==> config.mk <==
export PLATFORM = sky130hd
export DESIGN_NAME = spi_frame_rx
export DESIGN_NICKNAME = d
export VERILOG_FILES = /design/src/rtl/spi_frame_rx.sv
export SDC_FILE = /design/constraint.sdc
export NUM_CORES = 1
export LEC_CHECK = 0
export ABC_AREA = 1
export BUFFER_PORTS_ARGS = -buffer_cell sky130_fd_sc_hd__buf_2
export CORE_ASPECT_RATIO = 0.9
export CORE_UTILIZATION = 55
export CTS_BUF_LIST = sky130_fd_sc_hd__clkbuf_4
export DETAILED_ROUTE_END_ITERATION = 10
export PLACE_DENSITY = 0.81
export REMOVE_ABC_BUFFERS = 1
export SYNTH_ARGS = -nofsm -noshare
export SYNTH_HDL_FRONTEND = slang
export SYNTH_SLANG_ARGS = --single-unit
==> constraint.sdc <==
create_clock -name CLOCK_50 -period 1.8 [get_ports CLOCK_50]
set_input_delay 0.36 -clock CLOCK_50 [delete_from_list [all_inputs] [get_ports CLOCK_50]]
set_output_delay 0.36 -clock CLOCK_50 [all_outputs]
set_load 0.05 [all_outputs]
==> src/rtl/spi_frame_rx.sv <==
// SPI mode-0 slave receiver for fixed-length frames.
// Pins are synchronized into CLOCK_50; sclk/ss edges are detected one flop later.
// A frame with exactly WORD_BITS sclk rising edges updates word_out.
// Any other bit count produces a frame_err pulse instead.
// miso replays the previously received word, MSB first.
//
// Handshake: word_valid and frame_err are single-cycle, mutually exclusive
// strobes with no back-pressure. word_out and rx_count are valid in the same
// cycle as word_valid and hold until the next good frame.
module spi_frame_rx #(
   parameter int WORD_BITS   = 32,
   parameter int SYNC_STAGES = 2
) (
   input  logic                 CLOCK_50,
   input  logic                 reset_n,
   input  logic                 sclk,
   input  logic                 ss,
   input  logic                 mosi,
   output logic                 miso,
   output logic [WORD_BITS-1:0] word_out,
   output logic                 word_valid,
   output logic                 frame_err,
   output logic [7:0]           rx_count,
   output logic [1:0]           state_dbg
);

   typedef enum logic [1:0] {
      WAIT_IDLE = 2'd0,
      IDLE      = 2'd1,
      ACTIVE    = 2'd2
   } state_t;

   localparam logic [5:0] WORD_CNT = 6'(WORD_BITS);
   localparam logic [5:0] CNT_MAX  = 6'd63;

   // synchronizers, edge-detect delay flops and post-reset priming chain
   logic [SYNC_STAGES-1:0] sclk_sync_q, sclk_sync_d;
   logic [SYNC_STAGES-1:0] ss_sync_q, ss_sync_d;
   logic [SYNC_STAGES-1:0] mosi_sync_q, mosi_sync_d;
   logic                   sclk_dly_q, ss_dly_q;
   // prime_q fills with ones after reset; WAIT_IDLE only trusts ss once the
   // reset value of the ss synchronizer has been flushed by the real pin.
   logic [SYNC_STAGES:0]   prime_q, prime_d;

   state_t               state_q, state_d;
   logic [5:0]           bit_cnt_q, bit_cnt_d;
   logic [WORD_BITS-1:0] rx_q, rx_d;
   logic [WORD_BITS-1:0] tx_q, tx_d;
   logic [WORD_BITS-1:0] word_out_q, word_out_d;
   logic                 word_valid_q, word_valid_d;
   logic                 frame_err_q, frame_err_d;
   logic [7:0]           rx_count_q, rx_count_d;

   logic sclk_s, ss_s, mosi_s, primed;
   logic sclk_rise, sclk_fall, ss_rise, ss_fall;

   // shift each pin into its synchronizer chain
   always_comb begin
      sclk_sync_d = (sclk_sync_q << 1) | SYNC_STAGES'(sclk);
      ss_sync_d   = (ss_sync_q << 1) | SYNC_STAGES'(ss);
      mosi_sync_d = (mosi_sync_q << 1) | SYNC_STAGES'(mosi);
      prime_d     = (prime_q << 1) | (SYNC_STAGES + 1)'(1);
   end

   assign sclk_s    = sclk_sync_q[SYNC_STAGES-1];
   assign ss_s      = ss_sync_q[SYNC_STAGES-1];
   assign mosi_s    = mosi_sync_q[SYNC_STAGES-1];
   assign primed    = prime_q[SYNC_STAGES];
   assign sclk_rise = sclk_s & ~sclk_dly_q;
   assign sclk_fall = ~sclk_s & sclk_dly_q;
   assign ss_rise   = ss_s & ~ss_dly_q;
   assign ss_fall   = ~ss_s & ss_dly_q;

   // frame FSM, shift registers and result registers; an ss edge wins over sclk
   always_comb begin
      state_d      = state_q;
      bit_cnt_d    = bit_cnt_q;
      rx_d         = rx_q;
      tx_d         = tx_q;
      word_out_d   = word_out_q;
      rx_count_d   = rx_count_q;
      word_valid_d = 1'b0;
      frame_err_d  = 1'b0;
      case (state_q)
         WAIT_IDLE: begin
            if (primed && ss_s) state_d = IDLE;
         end
         IDLE: begin
            if (ss_fall) begin
               state_d   = ACTIVE;
               bit_cnt_d = 6'd0;
               rx_d      = '0;
               tx_d      = word_out_q;
            end
         end
         ACTIVE: begin
            if (ss_rise) begin
               state_d = IDLE;
               if (bit_cnt_q == WORD_CNT) begin
                  word_out_d   = rx_q;
                  word_valid_d = 1'b1;
                  rx_count_d   = rx_count_q + 8'd1;
               end else begin
                  frame_err_d = 1'b1;
               end
            end else begin
               if (sclk_rise) begin
                  rx_d = {rx_q[WORD_BITS-2:0], mosi_s};
                  if (bit_cnt_q != CNT_MAX) bit_cnt_d = bit_cnt_q + 6'd1;
               end
               if (sclk_fall) tx_d = {tx_q[WORD_BITS-2:0], 1'b0};
            end
         end
         default: state_d = WAIT_IDLE;
      endcase
   end

   // all state registers; ss synchronizer resets high so no false ss fall
   always_ff @(posedge CLOCK_50 or negedge reset_n) begin
      if (!reset_n) begin
         sclk_sync_q  <= '0;
         ss_sync_q    <= '1;
         mosi_sync_q  <= '0;
         sclk_dly_q   <= 1'b0;
         ss_dly_q     <= 1'b1;
         prime_q      <= '0;
         state_q      <= WAIT_IDLE;
         bit_cnt_q    <= 6'd0;
         rx_q         <= '0;
         tx_q         <= '0;
         word_out_q   <= '0;
         word_valid_q <= 1'b0;
         frame_err_q  <= 1'b0;
         rx_count_q   <= 8'd0;
      end else begin
         sclk_sync_q  <= sclk_sync_d;
         ss_sync_q    <= ss_sync_d;
         mosi_sync_q  <= mosi_sync_d;
         sclk_dly_q   <= sclk_s;
         ss_dly_q     <= ss_s;
         prime_q      <= prime_d;
         state_q      <= state_d;
         bit_cnt_q    <= bit_cnt_d;
         rx_q         <= rx_d;
         tx_q         <= tx_d;
         word_out_q   <= word_out_d;
         word_valid_q <= word_valid_d;
         frame_err_q  <= frame_err_d;
         rx_count_q   <= rx_count_d;
      end
   end

   assign miso       = (state_q == ACTIVE) & tx_q[WORD_BITS-1];
   assign word_out   = word_out_q;
   assign word_valid = word_valid_q;
   assign frame_err  = frame_err_q;
   assign rx_count   = rx_count_q;
   assign state_dbg  = state_q;

endmodule

==> results of run 1 <==
[critical path, stage by stage, from the launching register on]
cell,delay [ns]
dfrtp_2,0.41
inv_2,0.10
nand2_4,0.11
nor2_4,0.10
buf_6,0.16
[repair_timing]
action,CTS,global route
hold buffers,4,0
pin swaps,0,1
resized for setup,5,8
buffers inserted,1,0
endpoints found under the setup margin,1,24
endpoints found under the hold margin,124,0
[per-layer routing]
| layer | GRT usage, % | vias to the layer above | routed length, µm | part of all wire, % |
|---|---|---|---|---|
| li1 | - | 2212 | - | - |
| met1 | 28.5 | 2112 | 4990 | 44 |
| met2 | 39.1 | 123 | 5610 | 50 |
| met3 | 4.94 | 12 | 573 | 5.1 |
| met4 | 8.21 | 0 | 129 | 1.1 |
| met5 | 0 | - | 0 | 0 |
[per-stage QoR]
stage	setup TNS [ns]	power, W
after global routing	0	0.00721
final	0	0.00687
after global placement	0	0.00485
after CTS	0	0.00691
after floorplan	-149.37	0.00406
after detailed placement	0	0.00491
[sequential cells by signal, indices dropped and copies added, names as in the netlist, 3 cells and up]
name and count:
bit_cnt_q 6, prime_q 3, rx_count 8, rx_q 32, tx_q 32, word_out 32
[power by group through the flow]
stage               logic [W]  clock network, W  registers [W]
floorplan            0.000998                 0        0.00306
global placement      0.00186                 0        0.00299
detailed placement    0.00191                 0        0.00299
CTS                   0.00198           0.00200        0.00293
global route          0.00215           0.00212        0.00294
finish                0.00198           0.00195        0.00293
[cell usage after synthesis (all sizes together)]
cell type / count / share of area, %
xnor2: 1 / 0.16
conb: 1 / 0.067
dfstp: 3 / 1.4
o21bai: 1 / 0.13
nand2: 280 / 19
nand3b: 14 / 1.9
o21a: 13 / 1.7
nand4: 6 / 0.67
ha: 3 / 0.67
dfrtp: 122 / 54
nor3: 2 / 0.18
clkbuf: 3 / 0.20
nor2: 37 / 2.7
o21ai: 53 / 4.9
nand3: 44 / 3.9
a21oi: 1 / 0.089
inv: 54 / 3.6
xor2: 3 / 0.47
buf: 34 / 3.8
[path summary, 6_finish.rpt]
path,startpoint,to,slack (ns),depth (start not counted)
worst max-delay path,state_dbg[0],miso,0.08,4
worst min-delay path,reset_n,bit_cnt_q[4],0.24,2
worst max register to register,bit_cnt_q[0],rx_count[6],0.17,8
worst min register to register,mosi_sync_q[0],mosi_sync_q[1],0.36,0
max in group asynchronous,reset_n,ss_sync_q[1],0.95,3
min in group CLOCK_50,mosi_sync_q[0],mosi_sync_q[1],0.36,0
[logic make-up (layout without fill, tap and decap cells)]
kind of cell	Yosys count	after routing	share of synthesized area, %
adder cells (fa/ha/maj)	3	3	0.669
flip-flops	125	125	55.8
AND/OR/NAND/NOR	383	383	28.3
buffers and inverters	91	156	7.61
other	1	1	0.0669
AO/OA/AOI/OAI	68	68	6.89
XOR/XNOR	4	4	0.625
[cell type report]
type / instances / area share [%]
Timing Repair Buffer: 71 / 7.68
Inverter: 54 / 3.24
Tap cell: 126 / 2.49
Sequential cell: 125 / 49.4
Clock buffer: 21 / 2.49
Multi-Input combinational cell: 459 / 32.7
Clock inverter: 10 / 1.93
==> summary.md, run 1 <==
| Metric | Value |
|---|---|
| Fmax | `582 MHz` |
| CTS Buf Count | `17` |
| Final Critical Period | `around 1.7 ns` |
| Place WS | `0.0493 ns` |
| Core footprint | `~9800 µm²` |
| DRT iter0 DRCs | `261` |
| H-tree lvl count | `4` |
| Switch share | `36.3%` |
| First-pass GRT wire length | `about 19000 µm` |
| Comb power frac | `28.8%` |
| Clk_lat worst skew | `0.49 ns` |
| Max Cap Viol | `0` |
| Hpwl dp | `between 7000 and 8000 µm` |
| Skew final | `around 0.015 ns` |
| Post-DRT Antenna Nets | `0` |
| Post-Layout Cell Count | `866` |
| RSZ-0062 raised after global routing | `no` |
| Max Slew Vio Count | `0` |
| Site row count | `34` |
| Crit-path max FO | `7` |
| WP data arrival | `1.36 ns` |
| Sequential Power Share | `42.7%` |
| Worst min-delay path class | `in -> async` |
| Ant. Diodes | `0` |
| Gpl congestion | `0.821` |
| Cell Area, Placed | `5970 µm²` |
| Power Dens Cells | `between 1000 and 1500 nW/µm²` |
| Most frequent cells in the layout | `nand2_1 (276), dfrtp_1 (120), inv_1 (50)` |
| Syn-to-layout area delta | `13.0%` |
| Vias | `4459` |
| Die area | `10600 µm²` |
| GRT overflow | `0` |
| Setup violators final | `0` |
| Post-synthesis sequential area ratio | `approximately 56%` |
| Yosys cell types | `29` |
| Overall routing resource usage | `22.9%` |
| Ys Warns | `0` |
| Fin area | `between 6000 and 7000 µm²` |
| Startpoint types | `flop` |
| Remaining DRCs | `0` |
| Required time of the critical path | `1.44 ns` |
| CTS tree | `done` |
| Mapped Avg Cell Area | `8.31 µm²` |
| Vias in the first global route | `4401` |
| First drt pass iteration count | `4` |
| Clk slew on worst S/H paths | `roughly 0.10 ns` |
| Final hold vios | `0` |
| Post-Synthesis Cells | `675` |
| Critical path class | `reg -> out` |
| Storage cell area | `approximately 3100 µm²` |
| Antenna violations before repair | `0` |
| Status | `finished, final reports clean` |
| Commonest non-fill, non-tap cell in the layout | `nand2_1` |
| Switching power total | `0.00249 W` |
| Share of cells above drive strength 1 | `15.1%` |
| Via density | `5.15` |
| Inst Count DP | `830` |
| Clk root buf | `clkbuf_4` |
| Yosys reg bits | `125` |
| Fill cell count | `854` |
| Width of the die | `108 µm` |
| Clk sinks | `approximately 130` |
| Clock power share | `around 28%` |
| Chip height | `a little under 100 µm` |
| Hold_ws | `0.244 ns` |
| Largest net degree at the start of global routing | `a little over 70` |
| Tcrit/Tclk final | `95.4%` |
| Top-level I/O count | `50` |
| Deepest clock path buffer count | `2` |
| Internal | `0.00437 W` |
| Routed WL | `11300 µm` |
| Critical Path Sink Type | `output pin` |
| Peak supply drop | `0.761 mV` |
| Final core utilization | `about two thirds` |
| Synth Cell Area | `5610 µm²` |
| Pleak | `3.28 nW` |
| Starting Density | `57.3%` |
| Fin worst setup slack | `0.0830 ns` |
| Multi-input gate area | `2080 µm²` |
| Number of buffers added on ports | `49` |
| Nets | `~740` |
| Avg WL per Cell | `around 13 µm` |
Power figures use the tool's default switching activity.
==> run 2: changes to the inputs <==
Settings changed: CORE_UTILIZATION 55 to 60, PLACE_DENSITY 0.81 to 0.86.
==> run 2 against run 1 <==
  * Maximum frequency down 0.82%
  * Clock power down 24%
  * Core utilization up 4.5 points
  * Sequential power about the same
  * Largest cell class unchanged
  * First-iteration DRC count up 5.4%
  * Via count up 2.3%
  * Die area down 8.2%
  * Largest power group unchanged
  * Critical path depth unchanged
  * Critical path type unchanged
==> summary.md, run 2 (synthesis results as in run 1) <==
| Metric | Value |
|---|---|
| Status | `finished, final reports clean` |
| WP data arrival | `1.37 ns (about the same)` |
| Max Slew Vio Count | `0 (unchanged)` |
| Crit-path max FO | `6 (-1)` |
| Most frequent cells in the layout | `nand2_1 (276), dfrtp_1 (121), inv_1 (50)` |
| Fin area | `6300 µm² (-0.65%)` |
| Worst min-delay path class | `in -> async` |
| CTS tree | `done` |
| Fmax | `578 MHz (-0.82%)` |
| Deepest clock path buffer count | `2 (unchanged)` |
| R2R Setup Slk | `0.13 ns (-0.04 ns)` |
| Pleak | `3.27 nW (-0.18%)` |
| Gpl congestion | `0.806 (-1.8%)` |
| Final core utilization | `69.3% (+4.5 points)` |
| Avg WL per Cell | `12.9 µm (-0.81%)` |
| Switching power total | `0.00248 W (-0.31%)` |
| Largest net degree at the start of global routing | `59 (-18%)` |
| Number of buffers added on ports | `49 (unchanged)` |
| Final Critical Period | `1.73 ns (+0.0142 ns)` |
| Clk root buf | `clkbuf_4` |
| Clock power share | `22.9% (-5.6 points)` |
| Vias | `4560 (+2.3%)` |
| Routed WL | `11200 µm (-0.81%)` |
| Clk_lat worst skew | `0.51 ns (+0.02 ns)` |
| Share of cells above drive strength 1 | `15.2% (+0.053 points)` |
| Top-level I/O count | `50 (unchanged)` |
| Overall routing resource usage | `25.4% (+2.5 points)` |
| DRT iter0 DRCs | `275 (+5.4%)` |
| Switch share | `38.6% (+2.3 points)` |
| GRT overflow | `0 (unchanged)` |
| Cell Area, Placed | `6020 µm² (+0.71%)` |
| First drt pass iteration count | `5 (+1)` |
| Antenna violations before repair | `0 (unchanged)` |
| Syn-to-layout area delta | `12.3%` |
| Nets | `740 (+0.54%)` |
| Skew final | `0.0141 ns (-0.00117 ns)` |
| Peak supply drop | `0.678 mV (-11%)` |
| H-tree lvl count | `4 (unchanged)` |
| Ant. Diodes | `0 (unchanged)` |
| Chip height | `93.7 µm (-4.2%)` |
| Width of the die | `104 µm (-4.2%)` |
| Hpwl dp | `7290 µm (+0.22%)` |
| CTS Buf Count | `17 (unchanged)` |
| Critical path class | `reg -> out` |
| Die area | `9740 µm² (-8.2%)` |
| Power Dens Cells | `1020 nW/µm² (-5.6%)` |
| Tcrit/Tclk final | `96.2% (+0.79 points)` |
| Vias in the first global route | `4365 (-0.82%)` |
| Setup violators final | `0 (unchanged)` |
| Post-DRT Antenna Nets | `0 (unchanged)` |
| RSZ-0062 raised after global routing | `yes` |
| Clk sinks | `125 (unchanged)` |
| Site row count | `33 (-2.9%)` |
| Required time of the critical path | `1.44 ns (about the same)` |
| Max Cap Viol | `0 (unchanged)` |
| Core footprint | `9080 µm² (-7.2%)` |
| Comb power frac | `31.6% (+2.8 points)` |
| Via density | `5.27 (+2.3%)` |
| Starting Density | `61.7% (+4.4 points)` |
| Sequential Power Share | `45.4% (+2.7 points)` |
| Startpoint types | `flop` |
| Critical Path Sink Type | `output pin` |
| Internal | `0.00395 W (-9.6%)` |
| Remaining DRCs | `0 (unchanged)` |
| Final hold vios | `0 (unchanged)` |
| First-pass GRT wire length | `19600 µm (+1.5%)` |
| Clk slew on worst S/H paths | `0.11 ns (about the same)` |
| Commonest non-fill, non-tap cell in the layout | `nand2_1` |
[run 2: cell types whose count changed in the layout (fill, tap and decap cells not counted), moves of 2 or more]
cell	previous run	this run
buf_6	3	0
clkinv_2	2	5
buf_4	13	17
bufinv_16	3	0
clkinv_1	4	6
clkbuf_4	21	19
buf_12	4	6
[run 2: layout make-up]
type                       count  area, µm²
timing repair buffer          75        538
sequential                   125       3130
clock inverter                12       56.3
fill                         708       2790
tap                          122        153
inverter                      54        205
multi-input combinational    459       2070
clock buffer                  19        143
[run 2: critical path, stage by stage, from the launching register on]
cell and delay [ns]:
dfrtp_1 0.41, inv_2 0.11, nand2_4 0.10, nor2_4 0.11
buf_8 0.15
[run 2: power by group through the flow]
stage	clock [W]	sequential (W)	combinational, W
floorplan	0	0.00306	0.000998
global placement	0	0.00298	0.00192
CTS	0.00152	0.00292	0.00200
finish	0.00148	0.00293	0.00204
global route	0.00166	0.00294	0.00222
detailed placement	0	0.00298	0.00194
[run 2: routing by layer]
layer	share of wire (%)	track usage, %
met5	0	0
met4	1.0	10.4
met3	6.0	6.45
met1	44	32.1
met2	49	42.2
[run 2: through the flow]
step	power [W]	cells	hold slack (ns)	setup WS, ns	setup TNS (ns)
after global placement	0.00489	829	0.333	0.219	0
final	0.00644	866	0.349	0.0687	0
after detailed placement	0.00492	829	0.341	0.129	0
after CTS	0.00644	865	0.351	0.0207	0
after global routing	0.00681	866	0.356	-0.0326	-0.0888
after floorplan	0.00406	638	0.0644	-2.05	-149.37
[run 2: repair_timing]
| item | in CTS | in global routing |
|---|---|---|
| endpoints found under the setup margin | 1 | 44 |
| endpoints found under the hold margin | 31 | 0 |
| hold buffers | 4 | 0 |
| gates resized for setup | 5 | 5 |
| pin swaps | 1 | 2 |
| buffers inserted | 1 | 1 |
[run 2: path summary, 6_finish.rpt]
path,start,to,cells after the start
setup / recovery,state_dbg[0],miso,4
hold / removal,reset_n,bit_cnt_q[3],2
setup reg to reg,state_dbg[0],rx_count[6],8
hold reg to reg,mosi_sync_q[0],mosi_sync_q[1],0
max in group asynchronous,reset_n,tx_q[26],3
min in group CLOCK_50,mosi_sync_q[0],mosi_sync_q[1],0
==> run 3: changes to the inputs <==
Settings changed: CORE_UTILIZATION 60 to 56, PLACE_DENSITY 0.86 to 0.85.
Clock period 1.8 ns to 1.5 ns, I/O delays scaled along.
==> run 3 against run 2 <==
  * The run now ends with negative setup slack left
  * Register-to-register slack worse by 0.33 ns
  * Final cell count is 9.7% higher
  * First-iteration DRC count grew to 2.7 times the previous value
  * Combinational power grew to 2.8 times the previous value
  * Wire length is 97% higher
  * Power is 85% higher
  * Non-clock buffer count is 79 higher
  * Critical path depth is 4 higher
  * Worst setup slack worse by 0.27 ns
  * Largest cell class unchanged
==> summary.md, run 3 (synthesis results as in run 1) <==
| Metric | Value |
|---|---|
| Antenna violations before repair | `0 (unchanged)` |
| Clk root buf | `clkbuf_4` |
| Vias | `5938 (+30%)` |
| Clk sinks | `125 (unchanged)` |
| WP data arrival | `2.18 ns (+0.81 ns)` |
| Final Critical Period | `1.70 ns` |
| CP cell instances | `inv_2 > ha_1 > nand4_1 > nor2_4 > buf_12 > buf_8 > buf_12 > xor2_1` |
| Core footprint | `9700 µm² (+6.8%)` |
| Die area | `10400 µm² (+7.0%)` |
| WP buf/inv | `4 (+2)` |
| CTS Buf Count | `17 (unchanged)` |
| Via density | `6.25 (+19%)` |
| Most frequent cells in the layout | `nand2_1 (157), dfrtp_1 (116), nand2_2 (73)` |
| Vias in the first global route | `4921 (+13%)` |
| Largest net degree at the start of global routing | `39 (-34%)` |
| H-tree lvl count | `4 (unchanged)` |
| Fmax | `around 600 MHz` |
| RSZ-0062 raised after global routing | `yes` |
| Width of the die | `107 µm (+3.4%)` |
| Worst path depth | `8 (+4)` |
| Avg WL per Cell | `23.2 µm (+79%)` |
| Worst min-delay path class | `in -> async` |
| Hpwl dp | `8190 µm (+12%)` |
| Failing checks | `negative setup slack` |
| Number of buffers added on ports | `49 (unchanged)` |
| Setup violators final | `118 (+118)` |
| Overall routing resource usage | `28.0% (+2.7 points)` |
| Chip height | `96.9 µm (+3.4%)` |
| Tot Pwr | `0.0119 W (+85%)` |
| Clk slew on worst S/H paths | `0.13 ns (+0.02 ns)` |
| Skew final | `0.0421 ns (+0.0281 ns)` |
| Starting Density | `57.8% (-3.9 points)` |
| First-pass GRT wire length | `22700 µm (+16%)` |
| Routed WL | `22100 µm (+97%)` |
| Status | `finished with violations` |
| Site row count | `34 (+3.0%)` |
| Critical Path Max Stage Delay | `0.41 ns (about the same)` |
| Power Dens Cells | `1400 nW/µm² (+37%)` |
| Worst path slowest cell | `dfrtp_1` |
| Share of cells above drive strength 1 | `45.4% (+30 points)` |
| Max Slew Vio Count | `0 (unchanged)` |
| Ant. Diodes | `0 (unchanged)` |
| Critical path class | `reg -> reg` |
| Top cell family by delay on the critical path | `buffers and inverters` |
| Gpl congestion | `0.807 (+0.17%)` |
| Fin worst setup slack | `-0.204 ns (-0.272 ns)` |
| GRT overflow | `0 (unchanged)` |
| Critical Path Most Common Cell | `buf_12` |
| DRT iter0 DRCs | `754 (+170%)` |
| Crit-path max FO | `6 (unchanged)` |
| Final hold vios | `0 (unchanged)` |
| Max Cap Viol | `0 (unchanged)` |
| Syn-to-layout area delta | `51.6%` |
| Hold_ws | `0.187 ns (-0.162 ns)` |
| Tcrit/Tclk final | `114%` |
| Required time of the critical path | `1.97 ns (+0.53 ns)` |
| Peak supply drop | `0.938 mV (+38%)` |
| Worst reg2reg path depth | `8 (unchanged)` |
| First drt pass iteration count | `6 (+1)` |
| Startpoint types | `flop` |
| Commonest non-fill, non-tap cell in the layout | `nand2_1` |
| Critical Path Sink Type | `flop` |
| Post-DRT Antenna Nets | `0 (unchanged)` |
| Remaining DRCs | `0 (unchanged)` |
| CTS tree | `done` |
| Nets | `819 (+11%)` |
| Top-level I/O count | `50 (unchanged)` |
| Pleak | `4.24 nW (+30%)` |
| Deepest clock path buffer count | `2 (unchanged)` |
| Clk_lat worst skew | `0.57 ns (+0.06 ns)` |
run 3: worst paths after layout:
| kind | from | slack, ns | end |
|---|---|---|---|
| worst min-delay path | reset_n | 0.19 | tx_q[12] |
| max in group asynchronous | reset_n | 0.71 | ss_sync_q[0] |
| min in group CLOCK_50 | ss_sync_q[0] | 0.34 | ss_sync_q[1] |
| worst max register to register | bit_cnt_q[0] | -0.20 | rx_count[0] |
| worst max-delay path | bit_cnt_q[0] | -0.20 | rx_count[0] |
| worst min register to register | ss_sync_q[0] | 0.34 | ss_sync_q[1] |
run 3: per-layer routing:
metal | wire [µm] | share of wire [%] | vias to the layer above | global-route usage (%)
met3 | 2010 | 9.1 | 147 | 6.81
met4 | 1400 | 6.3 | 0 | 11.2
met5 | 0 | 0 | - | 0
met2 | 10800 | 49 | 493 | 47.4
li1 | - | - | 2388 | -
met1 | 7850 | 36 | 2910 | 34.3
run 3: cell type report:
type / instances / area [µm²]
Clock buffer: 17 / 128
Clock inverter: 15 / 171
Fill cell: 399 / 1200
Inverter: 54 / 223
Multi-Input combinational cell: 459 / 2850
Sequential cell: 125 / 3140
Tap cell: 126 / 158
Timing Repair Buffer: 154 / 1840
run 3: worst register-to-register path: cells and delay by family (launching register included):
kind / cells / cell delay, ns
buffers and inverters: 4 / 0.50
xor gates and xnor gates: 1 / 0.14
and+or+nand+nor: 2 / 0.42
DFF: 1 / 0.41
adders and majority gates: 1 / 0.17
run 3: what timing repair did:
item / CTS / global route
endpoints found under the hold margin: 108 / 0
endpoints found under the setup margin: 105 / 141
hold buffers: 4 / 0
setup buffers: 17 / 30
pin swaps: 8 / 30
gates cloned: 2 / 18
gates resized for setup: 70 / 305
run 3: power by group:
group	leakage [nW]	switching (W)	total [W]	internal, W
combinational	2.38	0.00324	0.00572	0.00248
sequential	1.70	0.0000732	0.00352	0.00345
clock	0.155	0.00150	0.00265	0.00115
total	4.24	0.00482	0.0119	0.00707
run 3: stage by stage:
stage                     area [µm²]  cells  util [%]  TNS [ns]  setup WS (ns)
after CTS                       6910    903      71.2    -0.488         -0.190
after detailed placement        6180    848      63.8     -1.61        -0.0616
after global routing            8500    950      87.7    -21.44         -0.263
after floorplan                 5390    638         -   -183.81          -2.35
final                           8500    950      87.7    -15.35         -0.204
after global placement          6180    848      63.8         0         0.0316
